### src/rtl/mem_sram_ctrl.sv
// Memory-stage SRAM controller: turns EXE/MEM load/store requests into fixed-wait-state
// accesses on a single-port 32-bit SRAM and stalls the pipeline while an access is in flight.
module mem_sram_ctrl #(
    parameter logic [31:0] BASE_ADDR   = 32'd1024,
    parameter int          ADDR_W      = 16,
    parameter int          WAIT_CYCLES = 4
) (
    input  logic              clk,
    input  logic              rst_n,
    input  logic              MEM_R_EN,
    input  logic              MEM_W_EN,
    input  logic [31:0]       ALU_Res,
    input  logic [31:0]       Val_Rm,
    output logic              freeze,
    output logic              ready,
    output logic [31:0]       read_data,
    output logic [ADDR_W-1:0] sram_addr,
    output logic [31:0]       sram_dq_out,
    input  logic [31:0]       sram_dq_in,
    output logic              sram_dq_oe,
    output logic              sram_ce_n,
    output logic              sram_oe_n,
    output logic              sram_we_n
);

    typedef enum logic [1:0] {
        IDLE,
        ACCESS,
        DONE
    } state_t;

    localparam logic [3:0] CNT_INIT = 4'(WAIT_CYCLES - 1);

    state_t              state_q, state_d;
    logic [3:0]          cnt_q, cnt_d;
    logic [ADDR_W-1:0]   addr_q, addr_d;
    logic [31:0]         wdata_q, wdata_d;
    logic                wr_q, wr_d;
    logic [31:0]         rdata_q, rdata_d;

    logic                req;
    logic [ADDR_W-1:0]   word_addr;
    logic                access;

    assign req       = MEM_R_EN | MEM_W_EN;
    assign word_addr = ADDR_W'((ALU_Res - BASE_ADDR) >> 2);

    always_comb begin
        // NOTE: every next-state variable gets its hold value first so no path infers a latch.
        state_d = state_q;
        cnt_d   = cnt_q;
        addr_d  = addr_q;
        wdata_d = wdata_q;
        wr_d    = wr_q;
        rdata_d = rdata_q;
        unique case (state_q)
            IDLE: begin
                if (req) begin
                    state_d = ACCESS;
                    cnt_d   = CNT_INIT;
                    addr_d  = word_addr;
                    wdata_d = Val_Rm;
                    wr_d    = MEM_W_EN;  // both enables set means store
                end
            end
            ACCESS: begin
                if (cnt_q == 4'd0) begin
                    state_d = DONE;
                    if (!wr_q) begin
                        rdata_d = sram_dq_in;
                    end
                end else begin
                    cnt_d = cnt_q - 4'd1;
                end
            end
            DONE:    state_d = IDLE;
            default: state_d = IDLE;
        endcase
    end

    // NOTE: sequential state uses non-blocking assignments so all registers update together.
    always_ff @(posedge clk or negedge rst_n) begin
        if (!rst_n) begin
            state_q <= IDLE;
            cnt_q   <= 4'd0;
            addr_q  <= '0;
            wdata_q <= 32'd0;
            wr_q    <= 1'b0;
            rdata_q <= 32'd0;
        end else begin
            state_q <= state_d;
            cnt_q   <= cnt_d;
            addr_q  <= addr_d;
            wdata_q <= wdata_d;
            wr_q    <= wr_d;
            rdata_q <= rdata_d;
        end
    end

    // Strobes decode only registered state, so reset releases them immediately.
    assign access      = (state_q == ACCESS);
    assign sram_ce_n   = !access;
    assign sram_oe_n   = !(access && !wr_q);
    assign sram_we_n   = !(access && wr_q);
    assign sram_dq_oe  = access && wr_q;
    assign sram_dq_out = wdata_q;
    assign sram_addr   = addr_q;

    assign ready     = (state_q == DONE);
    assign freeze    = req && (state_q != DONE);
    assign read_data = rdata_q;

endmodule

### config.mk
export PLATFORM = sky130hd
export DESIGN_NAME = mem_sram_ctrl
export DESIGN_NICKNAME = d
export VERILOG_FILES = /design/src/rtl/mem_sram_ctrl.sv
export SDC_FILE = /design/constraint.sdc
export NUM_CORES = 1
export LEC_CHECK = 0
export ABC_AREA = 1
export BUFFER_PORTS_ARGS = -buffer_cell sky130_fd_sc_hd__buf_2
export CELL_PAD_IN_SITES_DETAIL_PLACEMENT = 0
export CELL_PAD_IN_SITES_GLOBAL_PLACEMENT = 1
export CORE_ASPECT_RATIO = 0.75
export CORE_MARGIN = 3
export CORE_UTILIZATION = 32
export DETAILED_ROUTE_END_ITERATION = 10
export HOLD_SLACK_MARGIN = 0.02
export PLACE_DENSITY = 0.89
export SLEW_MARGIN = 20
export SYNTH_ARGS = -nofsm -noshare
export SYNTH_HDL_FRONTEND = slang
export SYNTH_SLANG_ARGS = --single-unit
### constraint.sdc
create_clock -name clk -period 1.6 [get_ports clk]
set_input_delay 0.24 -clock clk [delete_from_list [all_inputs] [get_ports clk]]
set_output_delay 0.24 -clock clk [all_outputs]
set_load 0.01 [all_outputs]
; After elaboration in Yosys (flattened, before gate mapping)
; Cells that the tools add are included.
[word_totals]
ff_bits = 87
in_bits = 100
[op_classes]
n_addsub = 2
n_eq_ne = 6
mux = 6
bitwise = 2
n_reduce_logical = 14
[op_table]
columns = cell, count
row1 = $sub A18 B11 Y18 const B, 1
row2 = $mux W4, 2
row3 = $pmux W4 S2, 1
row4 = $ne A2 B2 Y1 const B, 3
row5 = $reduce_and A3 Y1, 2
row6 = $logic_not A1 Y1, 4
row7 = $logic_not A4 Y1, 1
row8 = $mux W2, 2
row9 = $pmux W2 S2, 1
row10 = $reduce_and A2 Y1, 2
row11 = $sub A4 B1 Y4 const B, 1
row12 = $logic_and A1 B1 Y1, 3
row13 = $eq A2 B1 Y1 const B, 1
row14 = $eq A2 B2 Y1 const B, 1
row15 = $logic_not A2 Y1, 1
row16 = $ne A2 B1 Y1 const B, 1
row17 = $reduce_bool A2 Y1, 1
row18 = $not A1 Y1, 1
row19 = $or A1 B1 Y1, 1

; Depth between registers and ports, before layout
; Gate-level depths: netlist (run 1).
[logic_depth]
depth_word = 3
ltp_mapped = 8

; Least setup slack after synthesis (run 1)
; Ideal clock, no wire load.
[synth_timing]
kind = register -> register
from = register cnt_q[0]
to = register rdata_q[23] (netlist: read_data[23])
setup_ps = 118
t_arrival_ps = 1100
path_slack_ps = 382
stages_incl_launch_ff = 7
n_path_buf = 1
period_less_slack_ps = 1218
path_cell_list = dfrtp_1 inv_1 ha_1 nand3_4 buf_6 nand2_1 o21ai_2
[synth_between]
elab_chain_cells = 2
[synth_lines]
columns = element, line_no
row1 = "start, declared", 35  ; logic [3:0] cnt_q, cnt_d;
row2 = "start signal, assigned", 92  ; cnt_q <= cnt_d;
row3 = $logic_not A4 Y1, 67  ; if (cnt_q == 4'd0) begin
row4 = $reduce_and A3 Y1 (no line), -
row5 = "end signal, assigned", 96  ; rdata_q <= rdata_d;
row6 = "end, declared", 39  ; logic [31:0] rdata_q, rdata_d;
; No other way between the ends.
; A chain may end at the register's enable or synchronous reset.

; Final worst setup path (run 1)
[layout_timing]
from = register state_q[1]
to = output port sram_dq_oe
[layout_between]
elab_chain_cells = 2
[layout_lines]
columns = element, line_no
row1 = "start, declared", 34  ; state_t state_q, state_d;
row2 = "start signal, assigned", 91  ; state_q <= state_d;
row3 = $eq A2 B1 Y1, 101  ; assign access = (state_q == ACCESS);
row4 = $logic_and A1 B1 Y1, 105  ; assign sram_dq_oe = access && wr_q;
row5 = "end, declared", 20  ; output logic sram_dq_oe,
; No other way between the ends.

==> run_results.csv, run 1 <==
group,metric,value,unit
placed_design,gp_congestion,0.7598,
logic_synthesis,mapped_cells,411,
sta,worst_pin_slew,602.5,ps
global_routing,antenna_found_initial,0,
sta,finalHoldWorstSlack,99.87,ps
die,total_die_area,0.01279,mm2
clock_tree,clock_tree.htree_level_count,3,
logic_synthesis,yosys_register_bits,87,
setup_path,cp-end-kind,"output pin",
sta,unrepaired_setup_endpoints_after_global_routing,"false",
layout,finish.net_count,686,
global_routing,grt_start_max_net_pins,65,
die,io_pins,186,
sta,slew_headroom,59.68,%
setup_path,critical_path.reg2reg.endpoint,"sram_addr[12]$_DFFE_PN0P_",
logic_synthesis,synth-warning-count,0,
global_routing,grt_pass1_vias,3249,
die,num_rows,33,
layout,final_layout_size_suffix_gt1_share,36.39,%
layout,core_util_final,44.58,%
setup_path,timing.critical_path.fanout_max,6,
routing,vias,3090,
setup_path,cp_data_required_time,1360,ps
setup_path,cp-start-kind,"flip-flop",
placed_design,dp_hpwl,6470,um
die,die_height,98.70,um
power,peakVddDrop,0.8435,mV
setup_path,startpoint,"state_q[1]$_DFFE_PN0P_",
setup_path,criticalPathCategory,"reg2out",
die,start_util,33.13,%
clock_tree,cts.sinks,87,
power,p_per_area,2008,mW/mm2
hold_path,timing.hold.worst.class,"in2reg",
setup_path,reg2reg_setup_slack,200,ps
logic_synthesis,post_synthesis_cell_area,0.003666,mm2
setup_path,r2r.worst_path.cells,6,
global_routing,aggregate_global_routing_overflow,0,
layout,fillers,1098,
setup_path,cp.arrival,1250,ps
logic_synthesis,post-synth-top-area-cell,"dfrtp_1",
sta,report.final.setup_viol,0,
clock_tree,root_buffer,"clkbuf_16",
clock_tree,clk_path_buf_depth,2,
sta,period_needed,1493,ps
routing,wl_final,8833,um
global_routing,use_met3,5.688,%
logic_synthesis,synth_area_per_cell,8.920,um2
sta,hold_violations,0,
sta,final.setup_skew,5.888,ps
routing,antenna_left,0,
logic_synthesis,synth_async_sr_flop_share,100.0,%
global_routing,globalRouteTotalUtil,14.30,%
global_routing,grt.busiest_layer,"met2",
global_routing,wire_length_of_the_first_global_routing_pass,14810,um
routing,drt_pass1_iterations,4,
clock_tree,cts.clk_slew.worst_paths,70,ps
global_routing,use_met1,17.33,%
die,x_dimension_of_the_die,129.6,um
layout,fin_area,0.004933,mm2
run_status,status,"complete, no violations",
clock_tree,cts_tree,"yes",
logic_synthesis,synth_top_cells_by_area,"dfrtp_1 (59%), nand2_1 (18%), inv_1 (4.9%), o21ai_2 (3.8%), o21ai_1 (2.2%)",
routing,ratio_of_routed_vias_to_standard_cells,4.245,
logic_synthesis,synth.most_common_cell,"nand2_1",
power,leakage,2.872,nW
logic_synthesis,synth_seq_area_share,59.39,%
sta,timing.fmax,670.0,MHz
routing,routed_wire_length_per_instance,12.13,um
global_routing,grtUsageMet2,23.64,%
sta,report.final.slew_viol_count,0,
placed_design,placed_area,0.004649,mm2
routing,drt_first_iter_violations,78,
clock_tree,tritoncts.num_buffers,9,
sta,tns,0,ps
logic_synthesis,synth.top_cell.area_share,59.39,%
placed_design,io_buffers,169,
logic_synthesis,mappedNetlistNets,514,
setup_path,r2r_start,"state_q[0]$_DFFE_PN0P_",
logic_synthesis,synth.top_cells.by_count,"nand2_1 (179), dfrtp_1 (87), inv_1 (48)",
layout,diodes,0,
setup_path,crit_path_end,"sram_dq_oe",
logic_synthesis,synth_flop_cell,"dfrtp_1",
clock_tree,insertion_delay,330,ps
die,fp.coreArea,0.01107,mm2
logic_synthesis,synth.lib_cells_used.distinct,20,
run,cap_viol_max_count,0,
routing,remaining_drc_errors,0,
logic_synthesis,synth_enable_flop_cells,0,
sta,layout_worst_path_cycle_share,93.29,%
layout,area_growth_syn_to_layout,34.57,%
-- critical path: stages, from the launching register on --
cell and delay, ps:
dfrtp_1 380, inv_1 80, nand2_2 110, inv_2 100
nand2_1 80, inv_1 60, buf_2 120
-- layout by cell type, fill, tap and decap left out, drive strengths merged --
cell type and count:
nand2 181, buf 175, dfrtp 87, inv 50
o21ai 43, nor2 17, clkbuf 9, nand3 9
a21oi 5, clkinvlp 4, ha 3, clkinv 2
xor2 1, xnor2 1, dlygate4sd3 1
-- layout make-up --
| cell class | count | area (um2) | area share [%] |
|---|---|---|---|
| Tap cell | 140 | 175.2 | 3.551 |
| Clock buffer | 9 | 225.2 | 4.565 |
| Clock inverter | 7 | 48.80 | 0.9891 |
| Multi-Input combinational cell | 260 | 1180 | 23.92 |
| Inverter | 49 | 186.4 | 3.779 |
| Timing Repair Buffer | 176 | 940.9 | 19.07 |
| Sequential cell | 87 | 2177 | 44.13 |
-- flip-flops by register name, summed over array words and instances, names as in the netlist --
signal	cells
read_data	32
sram_dq_out	32
sram_addr	16
cnt_q	4
state_q	2
wr_q	1
-- how the worst min path moves through the flow --
stage | start | end | cells past startpoint
2_1_floorplan | rst_n | cnt_q[0]$_DFFE_PN0P_ | 0
3_3_place_gp | rst_n | sram_addr[12]$_DFFE_PN0P_ | 1
3_5_place_dp | rst_n | sram_addr[12]$_DFFE_PN0P_ | 1
4_1_cts | Val_Rm[3] | sram_dq_out[3]$_DFFE_PN0P_ | 3
5_1_grt | Val_Rm[28] | sram_dq_out[28]$_DFFE_PN0P_ | 3
6_report | Val_Rm[29] | sram_dq_out[29]$_DFFE_PN0P_ | 3
-- metrics by stage --
step | std cells | power (W) | setup slack (ps)
floorplan | 411 | 0.006398 | 382.5
finish | 728 | 0.009909 | 107.4
global placement | 711 | 0.007959 | 135.7
detailed placement | 711 | 0.008118 | 34.30
CTS | 728 | 0.01013 | 36.53
global route | 728 | 0.01081 | 11.87
-- report_power, final --
| part | switching [W] | internal (W) |
|---|---|---|
| Combinational | 0.00249 | 0.00166 |
| Sequential | 0.000551 | 0.00329 |
| Clock | 0.000869 | 0.00105 |
-- metal layers --
layer | part of all wire (%) | vias to the layer above
met5 | 0 | -
met4 | 0.83 | 0
met3 | 9.6 | 9
met2 | 45 | 115
met1 | 44 | 1374
li1 | - | 1592
-- cell families after synthesis --
| kind of cell | synth area share, % |
|---|---|
| AO/OA/AOI/OAI | 8.498 |
| XOR/XNOR | 0.4779 |
| buffers and inverters | 8.430 |
| adder cells (fa/ha/maj) | 1.024 |
| AND/OR/NAND/NOR | 22.18 |
| flip-flops | 59.39 |
-- repair_timing --
item                                    in CTS  in global routing
hold buffers                                 1                  0
buffers inserted                             0                  0
hold endpoints to repair                    21                  0
gates resized for setup                      0                  1
endpoints found under the setup margin       0                  2
Note: power is estimated with default switching activity, not from simulation.
==> run 2: changes to the inputs <==
--- a/config.mk
+++ b/config.mk
@@ -12,3 +12,2 @@
 export CORE_ASPECT_RATIO = 0.75
-export CORE_MARGIN = 3
 export CORE_UTILIZATION = 32
==> constraint.sdc (replaced) <==
create_clock -name clk -period 1.6 [get_ports clk]
set_input_delay 0.08 -clock clk [delete_from_list [all_inputs] [get_ports clk]]
set_output_delay 0.08 -clock clk [all_outputs]
set_load 0.01 [all_outputs]
==> run_results.csv, run 2 (same netlist as run 1, synthesis figures left out) <==
group,metric,value,unit
run_status,status,"finished, violations left",
run_status,violations,"DRC",
global_routing,wire_length_of_the_first_global_routing_pass,15920,um
clock_tree,cts.sinks,87,
run,cap_viol_max_count,0,
routing,vias,3426,
sta,tns,0,ps
die,num_rows,33,
global_routing,grt_start_max_net_pins,42,
sta,worst_pin_slew,454.6,ps
routing,routed_wire_length_per_instance,11.85,um
sta,report.final.slew_viol_count,0,
die,die_height,94.70,um
layout,layout.cells.most_common,"nand2_1",
sta,slew_headroom,69.70,%
placed_design,gp_congestion,0.7317,
placed_design,placed_area,0.004697,mm2
global_routing,grt_pass1_vias,3454,
clock_tree,clock_tree.htree_level_count,3,
setup_path,cp_data_required_time,1830,ps
layout,finish.net_count,764,
placed_design,io_buffers,169,
layout,final_layout_size_suffix_gt1_share,32.43,%
sta,finalHoldWorstSlack,64.55,ps
die,fp.coreArea,0.01102,mm2
placed_design,dp_hpwl,6281,um
power,power.total,0.01053,W
clock_tree,tritoncts.num_buffers,9,
setup_path,timing.critical_path.fanout_max,32,
sta,hold_violations,0,
die,total_die_area,0.01189,mm2
global_routing,antenna_found_initial,0,
power,peakVddDrop,0.9969,mV
power,leakage,3.242,nW
clock_tree,insertion_delay,340,ps
clock_tree,cts_post_setup_buffers_inserted,0,
global_routing,aggregate_global_routing_overflow,0,
setup_path,cp.arrival,1650,ps
routing,drt_first_iter_violations,114,
routing,ratio_of_routed_vias_to_standard_cells,4.251,
sta,report.final.setup_viol,0,
layout,mostFrequentLayoutCells,"nand2_1 (179), buf_2 (168), dfrtp_1 (87), dlygate4sd3_1 (76), inv_1 (48)",
clock_tree,cts_tree,"yes",
clock_tree,clk_path_buf_depth,2,
setup_path,cp-start-kind,"flip-flop",
hold_path,timing.hold.worst.class,"in2reg",
sta,period_needed,1428,ps
sta,layout_worst_path_cycle_share,89.23,%
routing,antenna_left,0,
die,x_dimension_of_the_die,125.6,um
sta,final.setup_skew,5.454,ps
die,start_util,33.25,%
clock_tree,root_buffer,"clkbuf_16",
routing,remaining_drc_errors,10,
die,io_pins,186,
setup_path,cp-end-kind,"flip-flop",
layout,fin_area,0.005778,mm2
setup_path,criticalPathCategory,"reg2reg",
layout,area_growth_syn_to_layout,57.61,%
clock_tree,cts.clk_slew.worst_paths,70,ps
routing,wl_final,9555,um
power,p_per_area,1822,mW/mm2
global_routing,globalRouteTotalUtil,16.97,%
routing,drt_pass1_iterations,7,
layout,diodes,0,
sta,unrepaired_setup_endpoints_after_global_routing,"false",
sta,timing.fmax,700.4,MHz
[run 2: cell types whose count changed in the layout (fill, tap and decap cells not counted), moves of 2 or more]
cell           previous run  this run
buf_12                    3         5
bufinv_16                 0         2
clkinvlp_4                4         1
dlygate4sd3_1             1        76
[run 2: layout make-up]
class / count / area [um2]
Clock buffer: 9 / 225.2
Clock inverter: 7 / 95.09
Fill cell: 982 / 5246
Inverter: 49 / 186.4
Multi-Input combinational cell: 260 / 1180
Sequential cell: 87 / 2177
Tap cell: 140 / 175.2
Timing Repair Buffer: 254 / 1739
[run 2: final timing paths]
check,start,end,slack [ps],depth (start not counted)
max,cnt_q[0]$_DFFE_PN0P_,read_data[10]$_DFFE_PN0P_,170,6
min,ALU_Res[12],sram_addr[10]$_DFFE_PN0P_,60,3
max reg2reg,cnt_q[0]$_DFFE_PN0P_,read_data[10]$_DFFE_PN0P_,170,6
min reg2reg,read_data[2]$_DFFE_PN0P_,read_data[2]$_DFFE_PN0P_,470,2
max in group asynchronous,rst_n,state_q[1]$_DFFE_PN0P_,800,3
min in group asynchronous,rst_n,sram_dq_out[29]$_DFFE_PN0P_,220,2
[run 2: through the flow]
| stage | worst slack (ps) | util, % | cells |
|---|---|---|---|
| floorplan | 382.5 | - | 411 |
| finish | 172.3 | 52.41 | 806 |
| global placement | 232.9 | 42.61 | 714 |
| global route | 72.11 | 52.41 | 806 |
| detailed placement | 177.2 | 42.61 | 714 |
| CTS | 146.8 | 52.41 | 806 |
[run 2: what timing repair did]
item,4_1_cts,5_1_grt
hold buffers,76,0
endpoints found under the hold margin,108,0
setup endpoints to repair,0,0
gates resized for setup,0,0
[run 2: routing by layer]
metal  track usage (%)  vias up  wire length, um
met5                 0        -                0
met4             6.301        0              136
met3             5.666       14              676
met2             29.17      112             4509
met1             19.91     1558             4232
li1                  -     1742                -
[run 2: power by group]
| group | internal [W] | switching (W) |
|---|---|---|
| logic | 0.00185 | 0.00255 |
| registers | 0.00329 | 0.000579 |
| clock network | 0.00137 | 0.000887 |
| total | 0.00652 | 0.00401 |
[run 2: critical path, stage by stage (launching register included)]
cell     delay, ps
dfrtp_1        390
inv_1          120
ha_1           250
nand3_4        180
buf_12         230
nand2_1         90
o21ai_2         50
==> run 3: changes to the inputs <==
Settings changed: CELL_PAD_IN_SITES_DETAIL_PLACEMENT 0 to 1, CELL_PAD_IN_SITES_GLOBAL_PLACEMENT 1 to 2, CORE_UTILIZATION 32 to 25, MAX_ROUTING_LAYER set to met4, PLACE_DENSITY 0.89 to 0.9, SKIP_CTS_REPAIR_TIMING set to 1.
==> run_results.csv, run 3 (same netlist as run 1, synthesis figures left out) <==
group,metric,value,unit
global_routing,grt_start_max_net_pins,47,
global_routing,use_met3,4.824,%
die,fp.coreArea,0.01403,mm2
global_routing,grt.busiest_layer,"met2",
global_routing,aggregate_global_routing_overflow,0,
sta,layout_worst_path_cycle_share,93.37,%
routing,wl_final,12180,um
global_routing,wire_length_of_the_first_global_routing_pass,16970,um
placed_design,gp_congestion,0.7523,
sta,period_needed,1494,ps
layout,finish.net_count,761,
clock_tree,clk_path_buf_depth,2,
power,comb_power_share,42.4,%
global_routing,use_met1,17.80,%
global_routing,antenna_found_initial,0,
sta,slew_headroom,78.64,%
sta,hold_violations,1,
layout,multiInputGateArea,0.001180,mm2
die,x_dimension_of_the_die,141.8,um
power,cellInternalPower,0.006458,W
setup_path,criticalPathCategory,"reg2out",
setup_path,cp-start-kind,"flip-flop",
clock_tree,insertion_delay,340,ps
clock_tree,tritoncts.num_buffers,9,
clock_tree,cts.clk_slew.worst_paths,60,ps
placed_design,numPlacedInstances,768,
power,leakage,3.220,nW
routing,drt_pass1_iterations,4,
sta,report.final.slew_viol_count,0,
layout,area_growth_syn_to_layout,58.02,%
sta,report.final.setup_viol,0,
sta,finalHoldWorstSlack,-1.054,ps
routing,ratio_of_routed_vias_to_standard_cells,4.207,
power,clock_power_share,20.8,%
clock_tree,cts_tree,"yes",
hold_path,worst_hold_startpoint,"sram_dq_in[7]",
hold_path,timing.hold.worst.class,"in2reg",
routing,routed_wire_length_per_instance,14.19,um
setup_path,cp-end-kind,"output pin",
power,net-switching-power,0.004156,W
setup_path,r2r.worst_path.cells,6,
layout,mostFrequentLayoutCells,"nand2_1 (179), buf_2 (168), dfrtp_1 (87), dlygate4sd3_1 (74), inv_1 (48)",
layout,layout.cells.most_common,"nand2_1",
layout,fillers,1680,
power,p_seq_share,36.9,%
clock_tree,clock_tree.htree_level_count,3,
layout,final_cells,858,
placed_design,dp_hpwl,7829,um
setup_path,cp_data_required_time,1520,ps
layout,ff_latch_area,0.002177,mm2
die,io_pins,186,
hold_path,hold_path_end,"read_data[7]$_DFFE_PN0P_",
run_status,status,"finished, violations left",
clock_tree,root_buffer,"clkbuf_16",
global_routing,grtUsageMet2,24.45,%
power,p_per_area,1832,mW/mm2
layout,diodes,0,
routing,drt_first_iter_violations,127,
sta,timing.fmax,669.4,MHz
die,total_die_area,0.01516,mm2
routing,vias,3610,
global_routing,grt_pass1_vias,3393,
routing,antenna_left,0,
die,start_util,26.14,%
layout,final_layout_size_suffix_gt1_share,31.98,%
setup_path,critical_path.reg2reg.endpoint,"read_data[3]$_DFFE_PN0P_",
power,power.switching_fraction,39.16,%
die,num_rows,37,
global_routing,globalRouteTotalUtil,14.95,%
clock_tree,cts.sinks,87,
run_status,violations,"hold timing",
setup_path,cp.arrival,1410,ps
setup_path,reg2reg_setup_slack,110,ps
setup_path,r2r_start,"cnt_q[0]$_DFFE_PN0P_",
sta,worst_pin_slew,319.3,ps
placed_design,io_buffers,169,
setup_path,timing.critical_path.fanout_max,6,
run,cap_viol_max_count,0,
sta,tns,0,ps
die,die_height,106.9,um
hold_path,whs_path_depth,3,
sta,final.setup_skew,6.871,ps
routing,remaining_drc_errors,0,
power,peakVddDrop,0.6575,mV
power,power.total,0.01061,W
-- run 3: metrics by stage --
step                hold WS, ps  worst slack [ps]  utilization [%]  instance area (um2)
floorplan                -215.6             382.5                -                 3666
global placement         -5.983             191.9            33.83                 4746
detailed placement      -0.2955             133.5            33.83                 4746
CTS                      -373.4             99.79            36.02                 5052
global route              21.50            -4.755            41.30                 5793
finish                   -1.054             106.1            41.30                 5793
-- run 3: worst max path at each step --
| stage | from | to | slack [ps] | depth (start not counted) |
|---|---|---|---|---|
| global placement | cnt_q[0]$_DFFE_PN0P_ | read_data[11]$_DFFE_PN0P_ | 190 | 6 |
| detailed placement | cnt_q[0]$_DFFE_PN0P_ | read_data[16]$_DFFE_PN0P_ | 130 | 6 |
| global route | cnt_q[0]$_DFFE_PN0P_ | read_data[4]$_DFFE_PN0P_ | -5 | 6 |
| finish | state_q[1]$_DFFE_PN0P_ | sram_dq_oe | 110 | 6 |
| floorplan | cnt_q[0]$_DFFE_PN0P_ | read_data[23]$_DFFE_PN0P_ | 380 | 6 |
| CTS | state_q[1]$_DFFE_PN0P_ | sram_dq_oe | 100 | 6 |
-- run 3: critical path, stage by stage (launching register included) --
cell	delay (ps)
dfrtp_1	380
inv_1	90
nand2_2	120
inv_1	150
nand2_1	120
inv_1	80
buf_2	140
-- run 3: final cells by class --
type                    count  area share, %
clock buffers              12          4.082
clock inverters             4          1.210
inverters                  49          3.218
multi-input cells         260          20.37
flip-flops and latches     87          37.58
well taps                 195          4.212
repair buffers            251          29.33
-- run 3: power groups by stage --
stage	logic, W	clock network, W	registers (W)
floorplan	0.00206	0	0.00434
global placement	0.00419	0	0.00384
detailed placement	0.00438	0	0.00392
CTS	0.00439	0.00228	0.00391
global route	0.00501	0.00237	0.00404
finish	0.00450	0.00221	0.00391
-- run 3: layer usage --
layer  up-vias  wire length, um
met5         -                0
met4         0              210
met3        17              553
met2       116             6300
met1      1746             5111
li1       1731                -
